### src/rtl/dmem_arb_pkg.sv
// Shared types and default sizes for the data-memory port arbiter.
// Owner encoding is used for both the live grant and the read-return router.
package dmem_arb_pkg;

    localparam int DEF_ADDR_W         = 9;
    localparam int DEF_DATA_W         = 32;
    localparam int DEF_STARVE_LIMIT   = 8;
    localparam int DEF_REFRESH_CYCLES = 1024;

    typedef enum logic [1:0] {
        OWN_NONE = 2'd0,
        OWN_CPU  = 2'd1,
        OWN_DBG  = 2'd2
    } owner_e;

endpackage

### src/rtl/dmem_port_arbiter_if.sv
// Bundle of CPU, debug-reader and memory-side signals around the arbiter.
// The slave modport is the arbiter's view; master is the surrounding datapath.
interface dmem_port_arbiter_if #(
    parameter int ADDR_W = dmem_arb_pkg::DEF_ADDR_W,
    parameter int DATA_W = dmem_arb_pkg::DEF_DATA_W
);
    logic              cpu_req;
    logic              cpu_we;
    logic [ADDR_W-1:0] cpu_addr;
    logic [DATA_W-1:0] cpu_wdata;
    logic              cpu_stall;
    logic [DATA_W-1:0] cpu_rdata;
    logic              cpu_rvalid;
    logic [ADDR_W-1:0] dbg_addr;
    logic [DATA_W-1:0] dbg_rdata;
    logic              dbg_valid;
    logic              mem_en;
    logic              mem_we;
    logic [ADDR_W-1:0] mem_addr;
    logic [DATA_W-1:0] mem_wdata;
    logic [DATA_W-1:0] mem_rdata;

    modport slave (
        input  cpu_req, cpu_we, cpu_addr, cpu_wdata, dbg_addr, mem_rdata,
        output cpu_stall, cpu_rdata, cpu_rvalid, dbg_rdata, dbg_valid,
        output mem_en, mem_we, mem_addr, mem_wdata
    );

    modport master (
        output cpu_req, cpu_we, cpu_addr, cpu_wdata, dbg_addr, mem_rdata,
        input  cpu_stall, cpu_rdata, cpu_rvalid, dbg_rdata, dbg_valid,
        input  mem_en, mem_we, mem_addr, mem_wdata
    );

endinterface

### src/rtl/dmem_refresh_timer.sv
// Debug address change detector plus periodic re-read timer.
// o_dbg_kick pulses for one cycle whenever the debug word must be fetched again.
module dmem_refresh_timer
    import dmem_arb_pkg::*;
#(
    parameter int ADDR_W         = DEF_ADDR_W,
    parameter int REFRESH_CYCLES = DEF_REFRESH_CYCLES
) (
    input  logic              clk,
    input  logic              reset,
    input  logic [ADDR_W-1:0] i_dbg_addr,
    output logic [ADDR_W-1:0] o_dbg_addr_q,
    output logic              o_addr_changed,
    output logic              o_dbg_kick
);
    localparam int CNT_W = (REFRESH_CYCLES > 2) ? $clog2(REFRESH_CYCLES) : 1;
    localparam logic [CNT_W-1:0] CNT_LAST = CNT_W'(REFRESH_CYCLES - 1);

    logic [CNT_W-1:0]  r_refresh_cnt;
    logic [ADDR_W-1:0] r_dbg_addr_q;
    logic              w_wrap;

    assign o_addr_changed = (i_dbg_addr != r_dbg_addr_q);
    assign w_wrap         = (r_refresh_cnt == CNT_LAST);
    assign o_dbg_kick     = o_addr_changed || w_wrap;
    assign o_dbg_addr_q   = r_dbg_addr_q;

    // A new address restarts the interval so the re-read period counts from the last fetch request.
    always_ff @(posedge clk or posedge reset) begin
        if (reset) begin
            r_refresh_cnt <= '0;
            r_dbg_addr_q  <= '0;
        end else begin
            r_dbg_addr_q <= i_dbg_addr;
            if (o_dbg_kick) begin
                r_refresh_cnt <= '0;
            end else begin
                r_refresh_cnt <= r_refresh_cnt + CNT_W'(1);
            end
        end
    end

endmodule

### src/rtl/dmem_port_arbiter.sv
// Single data-memory port shared by the MEM stage (priority) and the board debug reader.
// Optional DMEM_DBG_SNOOP_EN: CPU stores to the displayed address update the debug word directly.
module dmem_port_arbiter
    import dmem_arb_pkg::*;
#(
    parameter int ADDR_W         = DEF_ADDR_W,
    parameter int DATA_W         = DEF_DATA_W,
    parameter int STARVE_LIMIT   = DEF_STARVE_LIMIT,
    parameter int REFRESH_CYCLES = DEF_REFRESH_CYCLES
) (
    input  logic               clk,
    input  logic               reset,
    dmem_port_arbiter_if.slave bus
);
    localparam int STARVE_W = $clog2(STARVE_LIMIT + 1);
    localparam logic [STARVE_W-1:0] STARVE_MAX = STARVE_W'(STARVE_LIMIT);

    owner_e              r_last_owner, w_last_owner_next, w_winner;
    logic                r_dbg_pending, w_dbg_pending_next;
    logic [STARVE_W-1:0] r_starve_cnt, w_starve_cnt_next;
    logic [DATA_W-1:0]   r_dbg_rdata, w_dbg_rdata_next;
    logic                r_dbg_valid, w_dbg_valid_next;
    logic [ADDR_W-1:0]   w_dbg_addr_q;
    logic                w_addr_changed, w_dbg_kick;
    logic                w_store_hit, w_snoop_hit, w_store_repend;
    logic                w_cpu_rvalid;

    dmem_refresh_timer #(
        .ADDR_W        (ADDR_W),
        .REFRESH_CYCLES(REFRESH_CYCLES)
    ) u_refresh_timer (
        .clk           (clk),
        .reset         (reset),
        .i_dbg_addr    (bus.dbg_addr),
        .o_dbg_addr_q  (w_dbg_addr_q),
        .o_addr_changed(w_addr_changed),
        .o_dbg_kick    (w_dbg_kick)
    );

    // Reset gates the grant so the memory sees no access while reset is held.
    always_comb begin
        w_winner = OWN_NONE;
        if (!reset) begin
            if (r_dbg_pending && (!bus.cpu_req || r_starve_cnt == STARVE_MAX)) begin
                w_winner = OWN_DBG;
            end else if (bus.cpu_req) begin
                w_winner = OWN_CPU;
            end
        end
    end

    assign w_store_hit = (w_winner == OWN_CPU) && bus.cpu_we && (bus.cpu_addr == w_dbg_addr_q);

`ifdef DMEM_DBG_SNOOP_EN
    assign w_snoop_hit    = w_store_hit;
    assign w_store_repend = 1'b0;
`else
    assign w_snoop_hit    = 1'b0;
    assign w_store_repend = w_store_hit;
`endif

    assign bus.mem_en     = (w_winner != OWN_NONE);
    assign bus.mem_we     = (w_winner == OWN_CPU) && bus.cpu_we;
    assign bus.mem_addr   = (w_winner == OWN_DBG) ? bus.dbg_addr : bus.cpu_addr;
    assign bus.mem_wdata  = bus.cpu_wdata;
    assign bus.cpu_stall  = bus.cpu_req && (w_winner == OWN_DBG);
    assign w_cpu_rvalid   = (r_last_owner == OWN_CPU);
    assign bus.cpu_rvalid = w_cpu_rvalid;
    assign bus.cpu_rdata  = w_cpu_rvalid ? bus.mem_rdata : '0;
    assign bus.dbg_rdata  = r_dbg_rdata;
    assign bus.dbg_valid  = r_dbg_valid;

    always_comb begin
        w_last_owner_next  = OWN_NONE;
        w_starve_cnt_next  = r_starve_cnt;
        w_dbg_pending_next = r_dbg_pending;
        w_dbg_rdata_next   = r_dbg_rdata;
        w_dbg_valid_next   = r_dbg_valid;

        if (w_winner == OWN_DBG || (w_winner == OWN_CPU && !bus.cpu_we)) begin
            w_last_owner_next = w_winner;
        end

        if (w_winner == OWN_DBG) begin
            w_starve_cnt_next = '0;
        end else if (r_dbg_pending && w_winner == OWN_CPU && r_starve_cnt != STARVE_MAX) begin
            w_starve_cnt_next = r_starve_cnt + STARVE_W'(1);
        end

        // A set request in the same cycle as the grant keeps the read pending.
        if (w_winner == OWN_DBG) begin
            w_dbg_pending_next = 1'b0;
        end
        if (w_dbg_kick || w_store_repend) begin
            w_dbg_pending_next = 1'b1;
        end

        // Returning words belong to dbg_addr_q; a snooped store is newer than any in-flight read.
        if (w_addr_changed) begin
            w_dbg_valid_next = 1'b0;
        end else begin
            if (r_last_owner == OWN_DBG) begin
                w_dbg_rdata_next = bus.mem_rdata;
                w_dbg_valid_next = 1'b1;
            end
            if (w_snoop_hit) begin
                w_dbg_rdata_next = bus.cpu_wdata;
                w_dbg_valid_next = 1'b1;
            end
        end
    end

    always_ff @(posedge clk or posedge reset) begin
        if (reset) begin
            r_last_owner  <= OWN_NONE;
            r_starve_cnt  <= '0;
            r_dbg_pending <= 1'b1;
            r_dbg_rdata   <= '0;
            r_dbg_valid   <= 1'b0;
        end else begin
            r_last_owner  <= w_last_owner_next;
            r_starve_cnt  <= w_starve_cnt_next;
            r_dbg_pending <= w_dbg_pending_next;
            r_dbg_rdata   <= w_dbg_rdata_next;
            r_dbg_valid   <= w_dbg_valid_next;
        end
    end

endmodule

### src/flat_wrapper.sv
// flat-port wrapper written by rule: the top's interface ports become plain ports
module dmem_port_arbiter_flat import dmem_arb_pkg::*;
#(
    parameter int ADDR_W         = DEF_ADDR_W,
    parameter int DATA_W         = DEF_DATA_W,
    parameter int STARVE_LIMIT   = DEF_STARVE_LIMIT,
    parameter int REFRESH_CYCLES = DEF_REFRESH_CYCLES
)
  (clk, reset, bus_cpu_req, bus_cpu_we, bus_cpu_addr, bus_cpu_wdata, bus_dbg_addr, bus_mem_rdata, bus_cpu_stall, bus_cpu_rdata, bus_cpu_rvalid, bus_dbg_rdata, bus_dbg_valid, bus_mem_en, bus_mem_we, bus_mem_addr, bus_mem_wdata);
  dmem_port_arbiter_if #(.ADDR_W(ADDR_W), .DATA_W(DATA_W)) bus_i ();
  input  logic clk;
  input  logic reset;
  input wire logic [$bits(bus_i.cpu_req)-1:0] bus_cpu_req;
  input wire logic [$bits(bus_i.cpu_we)-1:0] bus_cpu_we;
  input wire logic [$bits(bus_i.cpu_addr)-1:0] bus_cpu_addr;
  input wire logic [$bits(bus_i.cpu_wdata)-1:0] bus_cpu_wdata;
  input wire logic [$bits(bus_i.dbg_addr)-1:0] bus_dbg_addr;
  input wire logic [$bits(bus_i.mem_rdata)-1:0] bus_mem_rdata;
  output wire logic [$bits(bus_i.cpu_stall)-1:0] bus_cpu_stall;
  output wire logic [$bits(bus_i.cpu_rdata)-1:0] bus_cpu_rdata;
  output wire logic [$bits(bus_i.cpu_rvalid)-1:0] bus_cpu_rvalid;
  output wire logic [$bits(bus_i.dbg_rdata)-1:0] bus_dbg_rdata;
  output wire logic [$bits(bus_i.dbg_valid)-1:0] bus_dbg_valid;
  output wire logic [$bits(bus_i.mem_en)-1:0] bus_mem_en;
  output wire logic [$bits(bus_i.mem_we)-1:0] bus_mem_we;
  output wire logic [$bits(bus_i.mem_addr)-1:0] bus_mem_addr;
  output wire logic [$bits(bus_i.mem_wdata)-1:0] bus_mem_wdata;
  assign bus_i.cpu_req = bus_cpu_req;
  assign bus_i.cpu_we = bus_cpu_we;
  assign bus_i.cpu_addr = bus_cpu_addr;
  assign bus_i.cpu_wdata = bus_cpu_wdata;
  assign bus_i.dbg_addr = bus_dbg_addr;
  assign bus_i.mem_rdata = bus_mem_rdata;
  assign bus_cpu_stall = bus_i.cpu_stall;
  assign bus_cpu_rdata = bus_i.cpu_rdata;
  assign bus_cpu_rvalid = bus_i.cpu_rvalid;
  assign bus_dbg_rdata = bus_i.dbg_rdata;
  assign bus_dbg_valid = bus_i.dbg_valid;
  assign bus_mem_en = bus_i.mem_en;
  assign bus_mem_we = bus_i.mem_we;
  assign bus_mem_addr = bus_i.mem_addr;
  assign bus_mem_wdata = bus_i.mem_wdata;
  dmem_port_arbiter #(.ADDR_W(ADDR_W), .DATA_W(DATA_W), .STARVE_LIMIT(STARVE_LIMIT), .REFRESH_CYCLES(REFRESH_CYCLES)) u_core (.clk(clk), .reset(reset), .bus(bus_i));
endmodule
### config.mk
export PLATFORM = sky130hd
export DESIGN_NAME = dmem_port_arbiter_flat
export DESIGN_NICKNAME = d
export VERILOG_FILES = /design/src/rtl/dmem_arb_pkg.sv /design/src/rtl/dmem_port_arbiter_if.sv /design/src/rtl/dmem_refresh_timer.sv /design/src/rtl/dmem_port_arbiter.sv /design/src/flat_wrapper.sv
export SDC_FILE = /design/constraint.sdc
export NUM_CORES = 1
export LEC_CHECK = 0
export BUFFER_PORTS_ARGS = -buffer_cell sky130_fd_sc_hd__buf_2
export CAP_MARGIN = 5
export CORE_ASPECT_RATIO = 0.5
export CORE_MARGIN = 5
export CORE_UTILIZATION = 43
export CTS_CLUSTER_DIAMETER = 100
export CTS_CLUSTER_SIZE = 40
export DETAILED_ROUTE_END_ITERATION = 16
export GPL_TIMING_DRIVEN = 1
export HOLD_SLACK_MARGIN = 0.02
export PLACE_DENSITY_LB_ADDON = 0.2
export SYNTH_ARGS = -nofsm -noshare
export SYNTH_HDL_FRONTEND = slang
export SYNTH_SLANG_ARGS = --single-unit
### constraint.sdc
create_clock -name clk -period 5.3 [get_ports clk]
set_input_delay 1.06 -clock clk [delete_from_list [all_inputs] [get_ports clk]]
set_output_delay 1.06 -clock clk [all_outputs]
set_load 0.01 [all_outputs]
Word-level counts from Yosys, hierarchy flattened. Index checks and enable logic that the tools add are counted.

Input bits: 86. Output and inout bits: 110. Logic and storage cells: 50. Flip-flop bits (word level): 59.

Mux-type cells: 13. Eq/ne operators: 9. Reductions and logical operators: 18. $add $sub $neg: 2. Bitwise logic cells: 1.

Operators by type and width (count): $mux W32 (1); $add A10 B1 Y10 const B (1); $eq A10 B10 Y1 const B (1); $mux W10 (1); $eq A9 B9 Y1 (1); $mux W9 (1); $ne A9 B9 Y1 (1); $mux W4 (2); $reduce_bool A2 Y1 (4); $logic_and A1 B1 Y1 (7); $mux W2 (3); $mux W1 (5); $add A4 B1 Y4 const B (1); $eq A2 B1 Y1 const B (2); $eq A2 B2 Y1 const B (2); $eq A4 B4 Y1 const B (1); $logic_or A1 B1 Y1 (4); $ne A4 B4 Y1 const B (1); $logic_not A1 Y1 (2); $reduce_and A2 Y1 (1); $not A1 Y1 (1).

Depth between registers and ports, before layout. Gate-level depths: netlist of the first run.

Word-level depth: 10. Mapped depth: 8.

Modules after synthesis. Synthesis of the first run repeated with hierarchy kept, for this count alone.

Cell total of the unflattened synthesis: 268. Area total of the unflattened synthesis: 3164.3 um^2.

By module, submodules not included: dmem_port_arbiter (sequential area each 1002.2 um^2, area an instance 2343.5 um^2, cells each 200, times used 1); dmem_refresh_timer (sequential area each 475.5 um^2, area an instance 820.8 um^2, cells each 68, times used 1).

Worst setup path after synthesis of the first run. Ideal clock, no wire load.

Path kind: input -> output. Start point: input port reset. End point: output port bus_mem_addr[4]. Setup slack: 0.893 ns. Data required time: 4.240 ns. Path buffers: 2. Stages: 5. Arrival time: 3.347 ns. Cell sequence: inv_1 -> and3_1 -> buf_2 -> buf_2 -> mux2_2.

Word-level cells in the longest chain between the ends: 3.

Ends and longest elaborated chain: start: declaration (RTL line flat_wrapper.sv:12) `input logic reset;`; $mux W2 (RTL line dmem_port_arbiter.sv:43) `if (!reset) begin`; $eq A2 B2 Y1 (RTL line dmem_port_arbiter.sv:64) `assign bus.mem_addr = (w_winner == OWN_DBG) ? bus.dbg_addr : bus.cpu_addr;`; $mux W9 (RTL line dmem_port_arbiter.sv:64); end: declaration (RTL line flat_wrapper.sv:26) `output wire logic [$bits(bus_i.mem_addr)-1:0] bus_mem_addr;`.

No other way between the ends.

Final worst setup path of the first run.
Start point: input port reset. End point: output port bus_mem_we.

Word-level cells in the longest chain between the ends: 3.

Ends and longest elaborated chain: $mux W2 (RTL line dmem_port_arbiter.sv:43); $eq A2 B1 Y1 (RTL line dmem_port_arbiter.sv:63) `assign bus.mem_we = (w_winner == OWN_CPU) && bus.cpu_we;`; $logic_and A1 B1 Y1 (RTL line dmem_port_arbiter.sv:63); end: declaration (RTL line flat_wrapper.sv:25) `output wire logic [$bits(bus_i.mem_we)-1:0] bus_mem_we;`.

No other way between the ends.

==> results of run 1 <==
==> cell usage after synthesis (2+ instances only) <==
library cell / count / area [µm²]
nand3_1: 6 / 30.0
nor3_1: 2 / 10.0
nand3b_1: 2 / 15.0
mux2_2: 11 / 124
ha_1: 3 / 37.5
buf_2: 2 / 10.0
and3_1: 3 / 18.8
xor2_1: 21 / 184
and2_1: 33 / 206
nand4_1: 2 / 12.5
nor2_1: 19 / 71.3
a21oi_1: 2 / 10.0
inv_1: 4 / 15.0
buf_6: 3 / 33.8
dfrtp_1: 58 / 1450
nor2b_1: 4 / 25.0
nor2_2: 3 / 18.8
clkbuf_1: 3 / 11.3
nand2_1: 6 / 22.5
buf_4: 32 / 240
xnor2_1: 8 / 70.1
mux2_4: 30 / 450
==> kinds of logic after synthesis <==
family,after synthesis,share of synthesized area (%)
buffers and inverters,44,9.73
adders and majority gates,3,1.18
muxes,41,18.0
AOI/OAI and AO/OA,5,1.33
and+or+nand+nor,85,15.5
DFF,59,46.3
xor gates and xnor gates,29,7.96
==> power by group through the flow <==
stage | sequential [µW] | combinational, µW | clock (µW)
2_1_floorplan | 484 | 89.8 | 0
3_3_place_gp | 482 | 118 | 0
3_5_place_dp | 483 | 120 | 0
4_1_cts | 476 | 121 | 550
5_1_grt | 478 | 133 | 572
6_report | 476 | 118 | 533
==> cells in the final DEF (no fill, tap or decap), drive strengths merged <==
cell      n
nand4     3
xor2     21
ha        3
clkinv    2
or2       1
dfrtp    58
mux2     41
dfstp     1
nor3      3
and2     33
inv       4
nand2     6
buf     132
xnor2     8
and3b     1
nand3     7
nor2     22
o21ai     1
a31o      1
nand3b    2
nor2b     4
and3      3
clkbuf   13
a311o     1
a21oi     2
==> worst max-delay path, cell delays in order <==
cell	delay (ns)
buf_2	0.11
inv_2	0.04
buf_4	0.59
nand2_1	0.11
a21oi_1	0.21
and2_1	0.19
buf_2	0.14
==> final timing paths <==
kind	from	end	cells after the start
max	reset	bus_mem_we	7
min	u_core.u_refresh_timer.r_refresh_cnt[0]	u_core.u_refresh_timer.r_refresh_cnt[0]	1
max reg2reg	u_core.u_refresh_timer.o_dbg_addr_q[8]	u_core.bus.dbg_rdata[14]	5
min reg2reg	u_core.u_refresh_timer.r_refresh_cnt[0]	u_core.u_refresh_timer.r_refresh_cnt[0]	1
max in group asynchronous	reset	u_core.bus.dbg_rdata[14]	3
min in group asynchronous	reset	u_core.r_starve_cnt[1]	3
==> layout make-up <==
type,count,area (µm²)
clock buffer,13,270
clock inverter,2,10.0
fill,683,3310
inverter,4,15.0
multi-input combinational,163,1400
sequential,59,1480
tap,96,120
timing repair buffer,132,663
==> layer usage <==
metal / track usage [%] / share of wire (%)
met5: 0.505 / 0
met4: 8.21 / 2.7
met3: 7.24 / 9.0
met2: 26.7 / 49
met1: 17.3 / 39
==> through the flow <==
stage               setup WS, ns  hold slack, ns  power [µW]  area [µm²]  utilization [%]
finish                      1.79           0.492        1130        3960             54.5
CTS                         1.69           0.502        1150        3960             54.5
detailed placement          1.71           0.490         603        3680             50.6
floorplan                  0.893           0.451         574        3190                -
global route                1.48           0.513        1180        3960             54.5
global placement            1.76           0.477         600        3680             50.6
==> flip-flops by register name (all words and copies together) (netlist names) <==
name / flops
u_core.u_refresh_timer.o_dbg_addr_q: 9
u_core.r_last_owner: 2
u_core.u_refresh_timer.r_refresh_cnt: 10
u_core.r_starve_cnt: 4
u_core.bus.dbg_valid: 1
u_core.r_dbg_pending: 1
u_core.bus.dbg_rdata: 32
==> reports/metrics.cfg, run 1 <==
[die]
die-area_mm2 = 0.00934
die_w_um = 132
num_rows = 22
die_y_um = 70.9
start_util_pct = 43.9
io-pin-count = 196
core_mm2 = 0.00727

[grt]
grt_first_pass_wirelength_mm = 11.8
track_usage_pct = 16.0
first_global_vias = 2357
antenna_found_initial = 0
gr-total-overflow = 0
grt_max_degree = 61

[clock_network]
ctsResizeCount = 0
clock_latency_ns = 0.32
cts_made_buffers = 9
ctsHoldBuffers = 0
cts_tree = yes
cts_setup_buffers = 0
cts_root_buf = clkbuf_16
ctsHtreeMaxLevel = 3
clkSlewWorstSetupHoldPaths_ns = 0.05
cts_buffer_depth = 2
cts_num_sinks = 59

[layout]
drive_above_1_share_pct = 53.1
finalNetCount = 458
area_growth_pct = 24.2
layoutNonFillerInstCount = 469
antenna-diode-count = 0

[sta]
worstMarginPinSlew_ns = 1.12
timing.final.crit_period_ns = 3.51
rsz0062_at_grt = false
final-hold-violation-count = 0
setup_violations = 0
finalCritPeriodShare_pct = 66.3
fmax_ghz = 0.285
slew_violations = 0
max_slew_margin_pct = 25.1
setup_tns_ns = 0
skew_ns = 0.00375

[critical_path]
required_ns = 4.24
critPathMaxFanout = 60
crit_arrival_ns = 2.45
rrSetupSlack_ns = 2.78
worstSetupEndpointType = output pin
cp-start-kind = input pin
worstSetupPathType = input pin to output pin

[power]
swShare_pct = 22.7
clkPwrFrac_pct = 47.3
comb_power_share_pct = 10.5
power_density_mw_per_mm2 = 285
p_seq_share_pct = 42.2
p_int_uw = 871
ir_worst_vdd_v = 0.000152
power_switching_uw = 256
cellLeakagePower_uw = 0.00223

[synth]
synth-seq-cells = 59
seq_area_frac_synth_pct = 46.3
synth.avg_cell_area_um2 = 12.0
synth_edf_count = 0
yosysWarnings = 0
ys.flop_type = dfrtp_1
syn_area_mm2 = 0.00319
syn-num-nets = 355
syn_inst = 266
synthArstFlopShare_pct = 100
yosysUniqueCellTypes = 31

[placement]
place_congestion = 0.707
io_buffers = 131
dp.cells = 454
dpl.hpwl_mm = 5.54

[drt]
vias = 2216
drtPass1Iterations = 3
viasPerCell = 4.72
wl_per_cell_um = 15.3
drt_iter0_drc = 69
wirelength_mm = 7.20
drc = 0
drt.antenna.violating_nets = 0

[job]
cap_violations = 0

[outcome]
status = finished clean

[hold_path]
min_path_type = flop to flop

Note: power is estimated with default switching activity, not from simulation.
==> run 2: changes to the inputs <==
--- a/config.mk
+++ b/config.mk
@@ -5,11 +5,12 @@
 export SDC_FILE = /design/constraint.sdc
 export NUM_CORES = 1
 export LEC_CHECK = 0
+export ABC_AREA = 1
 export BUFFER_PORTS_ARGS = -buffer_cell sky130_fd_sc_hd__buf_2
 export CAP_MARGIN = 5
 export CORE_ASPECT_RATIO = 0.5
 export CORE_MARGIN = 5
-export CORE_UTILIZATION = 43
+export CORE_UTILIZATION = 40
 export CTS_CLUSTER_DIAMETER = 100
 export CTS_CLUSTER_SIZE = 40
 export DETAILED_ROUTE_END_ITERATION = 16
==> constraint.sdc (replaced) <==
create_clock -name clk -period 3.05 [get_ports clk]
set_input_delay 0.61 -clock clk [delete_from_list [all_inputs] [get_ports clk]]
set_output_delay 0.61 -clock clk [all_outputs]
set_load 0.01 [all_outputs]
==> run 2 against run 1 <==
Net effect: sequential cell count unchanged; total power increased by 76%; worst setup slack got worse by 1.2 ns; clock power up 62%; synthesized cell count grew 48%; combinational power increased by 130%; via count rose by 22%; largest cell class unchanged.
==> reports/metrics.cfg, run 2 <==
[die]
io-pin-count = 196  ; unchanged
start_util_pct = 41.3  ; -2.6 points
die_y_um = 74.5  ; +5.0%
die_w_um = 139  ; +5.4%
num_rows = 23  ; +4.5%
core_mm2 = 0.00806  ; +11%
die-area_mm2 = 0.0103  ; +11%

[sta]
worstMarginPinSlew_ns = 0.592  ; -0.530 ns
final-hold-violation-count = 0  ; unchanged
timing.final.crit_period_ns = 2.51
max_slew_margin_pct = 60.5  ; +35 points
setup_tns_ns = 0  ; unchanged
slew_violations = 0  ; unchanged
skew_ns = 0.00198  ; -0.00177 ns
rsz0062_at_grt = false
setup_violations = 0  ; unchanged
finalCritPeriodShare_pct = 82.2
fin_ws_ns = 0.542  ; -1.24 ns
fmax_ghz = 0.399

[power]
p_int_uw = 1490  ; +71%
power_switching_uw = 495  ; +94%
clkPwrFrac_pct = 43.4  ; -3.9 points
comb_power_share_pct = 13.9  ; +3.4 points
swShare_pct = 24.9  ; +2.3 points
cellLeakagePower_uw = 0.00236  ; +5.7%
power_density_mw_per_mm2 = 484  ; +70%
ir_worst_vdd_v = 0.000324  ; +110%
p_seq_share_pct = 42.7  ; +0.5 points

[placement]
dpl.hpwl_mm = 5.88  ; +6.2%
io_buffers = 131  ; unchanged
placed_area_mm2 = 0.00385  ; +4.6%
place_ws_ns = 0.761  ; -0.949 ns
place_congestion = 0.784  ; +11%

[outcome]
status = finished clean

[synth]
synthAdderAreaFrac_pct = 1.13  ; -0.048 points
yosysTopAreaCellShare_pct = 43.7  ; -1.8 points
muxShareOfSynthArea_pct = 0  ; -18 points
syn_area_mm2 = 0.00332  ; +4.2%
syn_inst = 395  ; +48%
synth_xor_xnor_area_share_pct = 4.22  ; -3.7 points
synth-simple-area-share_pct = 22.8  ; +7.3 points
synth_area_leader_cell = dfrtp_1
syn-num-nets = 484  ; +36%
synth.most_common_cell = nand2_1
synth.avg_cell_area_um2 = 8.42  ; -30%
synth-seq-cells = 59  ; unchanged
yosysWarnings = 0  ; unchanged
synthArstFlopShare_pct = 100  ; unchanged
synth_compound_area_share_pct = 10.8  ; +9.5 points
synthTopCellsByArea = dfrtp_1, o21ai_2, nand2_1
synth_edf_count = 0  ; unchanged
ys.flop_type = dfrtp_1
seq_area_frac_synth_pct = 44.4  ; -1.9 points
synth_common_cells = nand2_1, inv_1, dfrtp_1
yosysUniqueCellTypes = 28  ; -9.7%
synth_top_family_by_area = simple AND/OR/NAND/NOR gates

[clock_network]
ctsResizeCount = 0  ; unchanged
cts_tree = yes
clkSlewWorstSetupHoldPaths_ns = 0.05  ; about the same
ctsHtreeMaxLevel = 3  ; unchanged
cts_num_sinks = 59  ; unchanged
ctsHoldBuffers = 0  ; unchanged
cts_made_buffers = 9  ; unchanged
cts_setup_buffers = 0  ; unchanged
cts_buffer_depth = 2  ; unchanged
clock_latency_ns = 0.32  ; about the same
cts_root_buf = clkbuf_16

[drt]
drt_iter0_drc = 159  ; +130%
wl_per_cell_um = 12.4  ; -19%
drtPass1Iterations = 4  ; +1
vias = 2710  ; +22%
viasPerCell = 4.41  ; -6.6%
drt.antenna.violating_nets = 0  ; unchanged
wirelength_mm = 7.61  ; +5.8%
drc = 0  ; unchanged

[hold_path]
min_path_type = input pin to asynchronous set/reset pin

[critical_path]
crit_arrival_ns = 1.90  ; -0.55 ns
critPathMaxFanout = 9  ; -85%
cp-start-kind = flop
required_ns = 2.44  ; -1.80 ns
worstSetupPathType = flop to output pin
worstSetupEndpointType = output pin

[grt]
antenna_found_initial = 0  ; unchanged
first_global_vias = 2520  ; +6.9%
grt_max_degree = 47  ; -23%
grt_first_pass_wirelength_mm = 12.3  ; +3.7%
gr-total-overflow = 0  ; unchanged
track_usage_pct = 15.0  ; -0.98 points

[layout]
largest_register_ffs = 32  ; unchanged
num-fill-cells = 832  ; +22%
layout_commonest_cell = buf_2
mostFrequentLayoutCells = buf_2, nand2_1, inv_1, dfrtp_1, nor2_1
final_area_mm2 = 0.00410  ; +3.5%
antenna-diode-count = 0  ; unchanged
area_growth_pct = 23.3
drive_above_1_share_pct = 41.0  ; -12 points
multiInputGateArea_mm2 = 0.00129  ; -7.8%
finalNetCount = 589  ; +29%
register_area_mm2 = 0.00148  ; unchanged

[job]
cap_violations = 0  ; unchanged

[run 2: final timing paths]
path / end / slack, ns / from / cells after the start
max in group asynchronous: u_core.bus.dbg_rdata[19] / 1.85 / reset / 4
min: u_core.r_last_owner[0] / 0.36 / reset / 3
max: bus_mem_addr[5] / 0.54 / u_core.r_starve_cnt[0] / 8
max reg2reg: u_core.bus.dbg_rdata[7] / 1.13 / u_core.u_refresh_timer.o_dbg_addr_q[1] / 7
min in group clk: u_core.u_refresh_timer.o_dbg_addr_q[3] / 0.42 / bus_dbg_addr[3] / 1
min reg2reg: u_core.u_refresh_timer.r_refresh_cnt[0] / 0.46 / u_core.u_refresh_timer.r_refresh_cnt[0] / 1
[run 2: area by class of cell]
class / count / area share, %
clock buffer: 13 / 6.10
timing repair buffer: 136 / 17.2
sequential: 59 / 36.0
multi-input combinational: 233 / 31.6
inverter: 61 / 5.68
tap: 112 / 3.42
[run 2: cell families after synthesis]
kind of cell / Yosys count
AOI/OAI and AO/OA: 47
xor gates and xnor gates: 16
adders and majority gates: 3
buffers and inverters: 103
DFF: 59
and+or+nand+nor: 167
[run 2: power groups by stage]
stage,sequential (µW),clock (µW),combinational (µW)
after global routing,852,938,320
after CTS,847,904,282
after floorplan,859,0,214
after global placement,859,0,278
after detailed placement,859,0,281
final,848,862,276
[run 2: metrics by stage]
step | total power (µW) | util, % | hold WS, ns | std cells
6_report | 1990 | 50.9 | 0.362 | 614
5_1_grt | 2110 | 50.9 | 0.378 | 614
4_1_cts | 2030 | 50.9 | 0.355 | 614
3_5_place_dp | 1140 | 47.8 | 0.462 | 601
3_3_place_gp | 1140 | 47.8 | 0.456 | 601
2_1_floorplan | 1070 | - | 0.433 | 395
[run 2: critical path, stage by stage (launching register included)]
cell	delay (ns)
dfrtp_1	0.36
inv_1	0.07
ha_1	0.20
nand3_1	0.09
nand2_1	0.08
nand3_2	0.17
clkinv_1	0.25
o21ai_0	0.20
buf_2	0.15
[run 2: per-layer routing]
layer	wire (µm)	global-route usage (%)	part of all wire, %
met5	0	0.439	0
met3	672	6.49	8.8
met1	3250	18.1	43
met4	147	6.29	1.9
met2	3540	24.0	47
==> run 3: changes to the inputs <==
--- a/config.mk
+++ b/config.mk
@@ -10,7 +10,7 @@
 export CAP_MARGIN = 5
 export CORE_ASPECT_RATIO = 0.5
 export CORE_MARGIN = 5
-export CORE_UTILIZATION = 40
+export CORE_UTILIZATION = 44
 export CTS_CLUSTER_DIAMETER = 100
 export CTS_CLUSTER_SIZE = 40
 export DETAILED_ROUTE_END_ITERATION = 16
==> constraint.sdc (replaced) <==
create_clock -name clk -period 2.35 [get_ports clk]
set_input_delay 0.47 -clock clk [delete_from_list [all_inputs] [get_ports clk]]
set_output_delay 0.47 -clock clk [all_outputs]
set_load 0.01 [all_outputs]
==> run 3 against run 2 <==
Net effect: critical path depth up 1; utilization grew 5.5 points; sequential power rose by 30%; critical path type unchanged; critical endpoint is now bus_mem_addr[6].
==> reports/metrics.cfg, run 3 (synthesized netlist as in run 2, its figures left out) <==
[clock_network]
cts_tree = yes
cts_root_buf = clkbuf_16
cts_num_sinks = 59  ; unchanged
clkSlewWorstSetupHoldPaths_ns = 0.05  ; about the same
ctsHoldBuffers = 0  ; unchanged
ctsHtreeMaxLevel = 3  ; unchanged
cts_made_buffers = 9  ; unchanged
clock_latency_ns = 0.32  ; about the same
cts_buffer_depth = 2  ; unchanged

[critical_path]
critPathMaxFanout = 6  ; -3
required_ns = 1.88  ; -0.56 ns
worst-path-buf-inv = 3  ; unchanged
crit_arrival_ns = 1.74  ; -0.16 ns
worstSetupPathType = flop to output pin
worstSetupEndpointType = output pin
critPathTopFamily = simple AND/OR/NAND/NOR gates
cp-start-kind = flop
path_cells = inv_1, ha_1, nand3_1, nand2_1, nand3_4, buf_4, nand2_1, nand2_2, buf_2
cp_slowest_cell = dfrtp_1
path_common_cell = nand2_1
max_stage_delay_ns = 0.39  ; +0.03 ns

[grt]
gr-total-overflow = 0  ; unchanged
track_usage_pct = 15.6  ; +0.57 points
first_global_vias = 2489  ; -1.2%
grt_max_degree = 65  ; +38%
grt_first_pass_wirelength_mm = 11.8  ; -3.5%
antenna_found_initial = 0  ; unchanged

[drt]
drt.antenna.violating_nets = 0  ; unchanged
vias = 2680  ; -1.1%
wl_per_cell_um = 12.3  ; -0.87%
wirelength_mm = 7.42  ; -2.5%
viasPerCell = 4.44  ; +0.53%
drt_iter0_drc = 112  ; -30%
drc = 0  ; unchanged
drtPass1Iterations = 4  ; unchanged

[sta]
setup_violations = 0  ; unchanged
worstMarginPinSlew_ns = 0.654  ; +0.0619 ns
timing.final.crit_period_ns = 2.21
fmax_ghz = 0.452
max_slew_margin_pct = 56.4  ; -4.1 points
finalCritPeriodShare_pct = 94.2
fin_ws_ns = 0.137  ; -0.404 ns
rsz0062_at_grt = false
slew_violations = 0  ; unchanged
final-hold-violation-count = 0  ; unchanged
skew_ns = 0.00460  ; +0.00262 ns
hold_ws_ns = 0.0789  ; -0.284 ns

[power]
swShare_pct = 25.0  ; +0.028 points
clkPwrFrac_pct = 43.7  ; +0.3 points
cellLeakagePower_uw = 0.00238  ; +1.0%
ir_worst_vdd_v = 0.000482  ; +49%
power_density_mw_per_mm2 = 631  ; +30%
power_uw = 2620  ; +32%
comb_power_share_pct = 14.3  ; +0.4 points
p_seq_share_pct = 42.0  ; -0.7 points
p_int_uw = 1960  ; +32%
power_switching_uw = 654  ; +32%

[die]
start_util_pct = 45.2  ; +4.0 points
core_mm2 = 0.00735  ; -8.8%
die-area_mm2 = 0.00950  ; -8.2%
die_w_um = 133  ; -4.3%
io-pin-count = 196  ; unchanged
die_y_um = 71.5  ; -4.0%
num_rows = 22  ; -4.3%

[placement]
place_ws_ns = 0.329  ; -0.432 ns
io_buffers = 131  ; unchanged
place_congestion = 0.771  ; -1.6%
dp.cells = 583  ; -3.0%
dpl.hpwl_mm = 5.62  ; -4.4%

[layout]
antenna-diode-count = 0  ; unchanged
fin_util_pct = 56.4  ; +5.5 points
finalNetCount = 592  ; +0.51%
drive_above_1_share_pct = 42.7  ; +1.7 points
layoutNonFillerInstCount = 604  ; -1.6%
area_growth_pct = 24.8
num-fill-cells = 701  ; -16%
layout_commonest_cell = buf_2
mostFrequentLayoutCells = buf_2, nand2_1, inv_1, dfrtp_1, nor2_1
largest_register_ffs = 32  ; unchanged

[hold_path]
min_path_type = input pin to asynchronous set/reset pin

[job]
cap_violations = 0  ; unchanged

[outcome]
status = finished clean

## run 3: cell types whose count changed in the layout (fill, tap and decap cells not counted), sizes merged
cell / before / now
buf: 136 / 139
clkbuf: 13 / 16
## run 3: power groups by stage
stage / logic [µW] / registers, µW / clock network (µW)
after floorplan: 290 / 1110 / 0
after CTS: 369 / 1100 / 1190
after global routing: 422 / 1110 / 1240
after detailed placement: 369 / 1120 / 0
after global placement: 363 / 1120 / 0
final: 374 / 1100 / 1140
## run 3: cell type report
type	count	area, µm²	share of cell area, %
Sequential cell	59	1480	35.6
Multi-Input combinational cell	233	1320	31.9
Timing Repair Buffer	139	728	17.6
Clock buffer	16	262	6.30
Inverter	61	238	5.73
Tap cell	96	120	2.90
## run 3: worst paths after layout
check                      cells after the start                               startpoint  slack (ns)                                      end
setup / recovery                               9                   u_core.r_starve_cnt[0]        0.14                          bus_mem_addr[6]
max in group asynchronous                      3                                    reset        1.38                 u_core.bus.dbg_rdata[18]
min in group clk                               1                          bus_dbg_addr[0]        0.28   u_core.u_refresh_timer.o_dbg_addr_q[0]
hold / removal                                 2                                    reset        0.08   u_core.u_refresh_timer.o_dbg_addr_q[8]
setup reg to reg                              11                   u_core.r_starve_cnt[0]        0.55                   u_core.r_starve_cnt[1]
hold reg to reg                                1  u_core.u_refresh_timer.r_refresh_cnt[0]        0.45  u_core.u_refresh_timer.r_refresh_cnt[0]
## run 3: what timing repair did
item,in CTS,in global routing
resized for setup,0,0
buffers inserted,0,5
endpoints found under the setup margin,0,8
## run 3: metrics by stage
step | area, µm² | TNS (ns)
CTS | 4110 | 0
detailed placement | 3850 | 0
global placement | 3850 | 0
finish | 4150 | 0
global route | 4150 | 0
floorplan | 3370 | -1.54
## run 3: routing by layer
metal | GRT usage (%) | part of all wire, % | up-vias
met5 | 0 | 0 | -
met2 | 25.5 | 46 | 85
met1 | 18.1 | 43 | 1164
li1 | - | - | 1396
met4 | 8.41 | 3.4 | 0
met3 | 5.54 | 7.6 | 35
## run 3: worst register-to-register path, cell delays in order, from the launching register on
cell	delay, ns
dfrtp_1	0.39
inv_1	0.10
ha_1	0.15
nand3_1	0.10
nand2_1	0.13
nand3_4	0.13
buf_4	0.18
buf_4	0.13
nand2_1	0.18
nand3_1	0.10
o21a_1	0.11
inv_1	0.04
